**config.mk**
```make
export PLATFORM = sky130hd
export DESIGN_NAME = regfile_write_arbiter
export DESIGN_NICKNAME = d
export VERILOG_FILES = /design/src/rtl/regfile_write_arbiter.sv
export SDC_FILE = /design/constraint.sdc
export NUM_CORES = 1
export LEC_CHECK = 0
export CORE_MARGIN = 1
export CORE_UTILIZATION = 43
export DETAILED_ROUTE_END_ITERATION = 12
export PLACE_DENSITY = 0.83
export SLEW_MARGIN = 30
export SYNTH_ARGS = -nofsm -noshare
export SYNTH_HDL_FRONTEND = slang
export SYNTH_SLANG_ARGS = --single-unit
```
**constraint.sdc**
```tcl
create_clock -name clock -period 4.2 [get_ports clock]
set_input_delay 0.42 -clock clock [delete_from_list [all_inputs] [get_ports clock]]
set_output_delay 0.42 -clock clock [all_outputs]
set_load 0.01 [all_outputs]
```
**src/rtl/regfile_write_arbiter.sv**
```systemverilog
// rtl/regfile_write_arbiter.sv - round-robin arbiter for the register file write port
// Grants one writeback requester per cycle and registers the winning write toward the register file.
module regfile_write_arbiter #(
    parameter int NUM_REQ    = 3,
    parameter int DATA_WIDTH = 32,
    parameter int ADDR_WIDTH = 5,
    parameter int CNT_WIDTH  = 16
) (
    input  logic                          clock,
    input  logic                          reset,
    input  logic [NUM_REQ-1:0]            req_valid,
    input  logic [NUM_REQ*ADDR_WIDTH-1:0] req_addr,
    input  logic [NUM_REQ*DATA_WIDTH-1:0] req_data,
    output logic [NUM_REQ-1:0]            req_ready,
    input  logic                          prio0,
    input  logic                          stall,
    output logic                          WriteEnable,
    output logic [ADDR_WIDTH-1:0]         write_address,
    output logic [DATA_WIDTH-1:0]         write_data_in,
    output logic                          r0_drop,
    output logic [CNT_WIDTH-1:0]          write_count
);

    localparam int                IDX_W     = $clog2(NUM_REQ);
    localparam logic [IDX_W:0]    L_NUM_REQ = (IDX_W+1)'(NUM_REQ);
    localparam logic [IDX_W-1:0]  L_LAST_RST = IDX_W'(NUM_REQ - 1);
    localparam logic [CNT_WIDTH-1:0] L_CNT_MAX = {CNT_WIDTH{1'b1}};

    logic [IDX_W-1:0]      r_last_grant;
    logic                  r_we;
    logic [ADDR_WIDTH-1:0] r_addr;
    logic [DATA_WIDTH-1:0] r_data;
    logic                  r_drop;
    logic [CNT_WIDTH-1:0]  r_count;

    logic                  w_prio_hit;
    logic                  w_rr_found;
    logic [IDX_W-1:0]      w_rr_idx;
    logic [IDX_W:0]        w_probe;
    logic                  w_grant_any;
    logic [IDX_W-1:0]      w_grant_idx;
    logic                  w_xfer;
    logic [ADDR_WIDTH-1:0] w_sel_addr;
    logic [DATA_WIDTH-1:0] w_sel_data;

    // Search starts one past the last round-robin winner and wraps modulo NUM_REQ.
    always_comb begin
        w_rr_found = 1'b0;
        w_rr_idx   = '0;
        w_probe    = '0;
        for (int k = 1; k <= NUM_REQ; k++) begin
            w_probe = {1'b0, r_last_grant} + (IDX_W+1)'(k);
            if (w_probe >= L_NUM_REQ) begin
                w_probe = w_probe - L_NUM_REQ;
            end
            if (!w_rr_found && req_valid[w_probe[IDX_W-1:0]]) begin
                w_rr_found = 1'b1;
                w_rr_idx   = w_probe[IDX_W-1:0];
            end
        end
    end

    assign w_prio_hit  = prio0 & req_valid[0];
    assign w_grant_any = reset & ~stall & (w_prio_hit | w_rr_found);
    assign w_grant_idx = w_prio_hit ? '0 : w_rr_idx;
    assign w_xfer      = |(req_ready & req_valid);

    always_comb begin
        req_ready = '0;
        for (int i = 0; i < NUM_REQ; i++) begin
            req_ready[i] = w_grant_any && (w_grant_idx == IDX_W'(i));
        end
    end

    always_comb begin
        w_sel_addr = '0;
        w_sel_data = '0;
        for (int i = 0; i < NUM_REQ; i++) begin
            if (req_ready[i]) begin
                w_sel_addr = req_addr[i*ADDR_WIDTH +: ADDR_WIDTH];
                w_sel_data = req_data[i*DATA_WIDTH +: DATA_WIDTH];
            end
        end
    end

    // Override grants to requester 0 must not disturb the rotation of the others.
    always_ff @(posedge clock or negedge reset) begin
        if (!reset) begin
            r_last_grant <= L_LAST_RST;
        end else if (w_xfer && !w_prio_hit) begin
            r_last_grant <= w_grant_idx;
        end
    end

    always_ff @(posedge clock or negedge reset) begin
        if (!reset) begin
            r_we   <= 1'b0;
            r_addr <= '0;
            r_data <= '0;
            r_drop <= 1'b0;
        end else if (w_xfer) begin
            r_addr <= w_sel_addr;
            r_data <= w_sel_data;
            // Register 0 is hardwired zero: acknowledge the write but never commit it.
            r_we   <= (w_sel_addr != '0);
            r_drop <= (w_sel_addr == '0);
        end else begin
            r_we   <= 1'b0;
            r_drop <= 1'b0;
        end
    end

    always_ff @(posedge clock or negedge reset) begin
        if (!reset) begin
            r_count <= '0;
        end else if (w_xfer && (r_count != L_CNT_MAX)) begin
            r_count <= r_count + CNT_WIDTH'(1);
        end
    end

    assign WriteEnable   = r_we;
    assign write_address = r_addr;
    assign write_data_in = r_data;
    assign r0_drop       = r_drop;
    assign write_count   = r_count;

endmodule

```
==> summary.md <==
| Metric | Value |
|---|---|
| Num CTS Buffers | 9 |
| Worst hold path type | primary input to async pin |
| Status | finished, final reports clean |
| Startpoint Class | flop |
| Internal power | 1974 uW |
| Mapped Area | 3383 um2 |
| Bufs on Longest Clock Path | 2 |
| Pleak | 0.002131 uW |
| Cell variety after synth | 53 |
| Port buffer count | 175 |
| Clk sinks | 57 |
| Syn-to-layout area delta | 59.10% |
| Sequential area share after synthesis | 0.4220 |
| Layout cells sized above 1 | 0.1469 |
| Maxcap violations | 0 |
| Routed WL | 9804 um |
| Final Hold Fails | 0 |
| Total GRT Usage | 0.2391 |
| Proportion of power drawn by flip-flops and latches | 0.293 |
| Crit Path Class | flop to output pin |
| Post-CTS Setup Bufs | 0 |
| Chip Height | 90.70 um |
| Hold WS | 0.2410 ns |
| Post-synth top area cell | dfrtp_1 |
| Part of the power in combinational logic | 0.542 |
| Placed cell areas | 5186 um2 |
| Area occupied by multi-input gates | 1836 um2 |
| Pwr Total | 3095 uW |
| H-tree depth | 3 |
| Vias in the first global route | 3,057 |
| Overflow after GRT | 0 |
| Antenna violations before repair | 0 |
| Pwr dens | 575.0 nW/um2 |
| Pin count of the biggest net entering global routing | 58 |
| # rows | 31 |
| Clock power frac | 0.165 |
| Syn nets | 441 |
| TritonRoute pass-1 iters | 4 |
| Synth Area in Adders | 0.01479 |
| Routed Antenna Nets | 0 |
| Main combinational cell family by area after synthesis | multiplexers |
| Synth top area share | 0.4142 |
| EDFF count, synth | 0 |
| Core Area | 7447 um2 |
| Synth Area per Inst | 10.61 um2 |
| Post-synthesis compound-gate area fraction | 0.1176 |
| Critical Path End Type | output pin |
| Unrepaired setup endpoints after global routing | no |
| Mux cell area share after synthesis | 0.2234 |
| Psw | 1121 uW |
| CTS tree | built |
| Total negative slack | 0 ns |
| Synth Instances | 319 |
| Post-route setup slack | 0.6563 ns |
| Post-synthesis register bit count | 57 |
| Post-CTS Hold Buffers | 0 |
| Filler Cells Inserted | 573 |
| Worst-Margin Slew | 0.7225 ns |
| Clock Latency Late Sink | 0.34 ns |
| Max layer used | met4 |
| Initial Utilization | 0.4543 |
| Sw frac | 0.3623 |
| Register area | 1428 um2 |
| Post-synth top flop | dfrtp_1 |
| Die area | 8226 um2 |
| Ys async rst share | 1.000 |
| Ranking of synthesized cells by area | dfrtp_1 41%, mux2_2 12%, mux2i_1 10%, o21ai_0 4.7%, nand2_1 4.5% |
| Final Cycle Share | 0.8437 |
| Antenna diodes | 0 |
| Xor/xnor cell area share of the yosys netlist | 0.03883 |
| Slew Limit Fails | 0 |
| Final setup fails | 0 |
| CP Max Fanout | 30 |
| Ys Warns | 0 |
| Finished Cell Area | 5383 um2 |
| Dpl hpwl | 7468 um |
| Fmax | 282.2 MHz |
| Rel. slew slack | 0.5183 |
| Met1 Wirelength | 4041 um |
| Clk slew on worst S/H paths | 0.07 ns |
| Nets | 614 |
| Detailed-route via count | 3,092 |
| Worst path required time | 3.78 ns |
| Wire length on met2 | 4959 um |
| Met3 wire len | 581 um |
| Worst Setup Slack post-DPL | 0.9561 ns |
| WL/cell | 16.45 um |
| DRC | 0 |
| Worst clock skew | 0.01045 ns |
| VDD IR max | 290.2 uV |
| Boundary pin count | 176 |
| CP Data Arrival Time | 3.12 ns |
| Drt initial violations | 134 |
| Simple-gate share of the synthesized area | 0.1457 |
| Gpl congestion | 0.8675 |
| Clock root buffer | clkbuf_8 |
| First-pass GRT wire length | 15,260 um |
| Die width | 90.70 um |
| Post-CTS sizing | 0 |
| DR vias/cell | 5.188 |
| Final min period | 3.544 ns |
-- final timing paths --
path | end | slack (ns) | cells after the start | startpoint
worst min register to register | write_count[5] | 0.49 | 1 | write_count[5]
min in group clock | write_count[5] | 0.49 | 1 | write_count[5]
worst min-delay path | write_count[9] | 0.24 | 2 | reset
worst max-delay path | req_ready[1] | 0.66 | 8 | r_last_grant[1]
max in group asynchronous | write_data_in[26] | 3.47 | 2 | reset
worst max register to register | write_data_in[25] | 1.29 | 8 | r_last_grant[1]
-- worst max-delay path, cell delays in order (launching register included) --
cell,delay [ns]
dfstp_2,0.54
inv_1,0.05
ha_1,0.40
a21boi_2,0.27
nand4_4,0.17
a31oi_4,0.24
buf_4,0.30
and3_1,0.23
clkdlybuf4s50_1,0.57
-- sequential cells by signal, summed over array words and instances, names as in the netlist --
name,flops
WriteEnable,1
r0_drop,1
r_last_grant,2
write_address,5
write_data_in,32
write_count,16
-- stage by stage --
| stage | util | instances |
|---|---|---|
| 3_5_place_dp | 0.6964 | 580 |
| 3_3_place_gp | 0.6964 | 580 |
| 4_1_cts | 0.7228 | 596 |
| 5_1_grt | 0.7228 | 596 |
| 6_report | 0.7228 | 596 |
| 2_1_floorplan | - | 319 |
-- layout by cell type (no fill, tap or decap), types with 3 or more instances in the layout --
master | Yosys | routed
clkdlybuf4s50_1 | 0 | 174
dfrtp_1 | 56 | 56
nand2_1 | 41 | 41
mux2_2 | 36 | 36
mux2i_1 | 35 | 35
o21ai_0 | 32 | 32
xnor2_1 | 13 | 13
clkbuf_8 | 0 | 10
nand3_1 | 7 | 7
inv_1 | 6 | 6
nand4_1 | 6 | 6
nor2_1 | 7 | 6
nor2b_1 | 5 | 5
and3_1 | 5 | 5
o21ai_1 | 4 | 4
ha_1 | 4 | 4
buf_4 | 1 | 4
nand2b_1 | 3 | 3
-- layout make-up --
| class | instances | area share |
|---|---|---|
| sequential | 57 | 0.2652 |
| clock inverter | 5 | 0.01023 |
| clock buffer | 11 | 0.02627 |
| timing repair buffer | 179 | 0.3301 |
| inverter | 6 | 0.004184 |
| tap | 99 | 0.02301 |
| multi-input combinational | 239 | 0.3410 |
-- layer usage --
| layer | vias to the layer above | global-route usage |
|---|---|---|
| li1 | 1486 | - |
| met1 | 1489 | 0.2940 |
| met2 | 102 | 0.4003 |
| met3 | 15 | 0.05808 |
| met4 | 0 | 0.09812 |
| met5 | - | 0 |
-- power groups by stage --
stage / Combinational (uW) / Sequential (uW) / Clock [uW]
after floorplan: 868 / 999 / 0
after global placement: 1650 / 902 / 0
final: 1680 / 907 / 511
after global routing: 1810 / 938 / 547
after CTS: 1690 / 908 / 518
after detailed placement: 1690 / 911 / 0
-- cells by family (layout without fill, tap and decap cells) --
family	Yosys count	after routing
AOI/OAI and AO/OA	59	59
xor gates and xnor gates	15	15
adders and majority gates	4	4
buffers and inverters	23	201
DFF	57	57
muxes	71	71
and+or+nand+nor	90	90
-- synth_stat cells, types with 5 or more instances --
cell type / count
nand2_1: 41
xnor2_1: 13
nand3_1: 7
nor2b_1: 5
and3_1: 5
clkbuf_1: 5
inv_1: 6
mux2_2: 36
o21ai_0: 32
buf_2: 6
mux2i_1: 35
nand4_1: 6
nor2_1: 7
dfrtp_1: 56
Note: power is estimated with default switching activity, not from simulation.
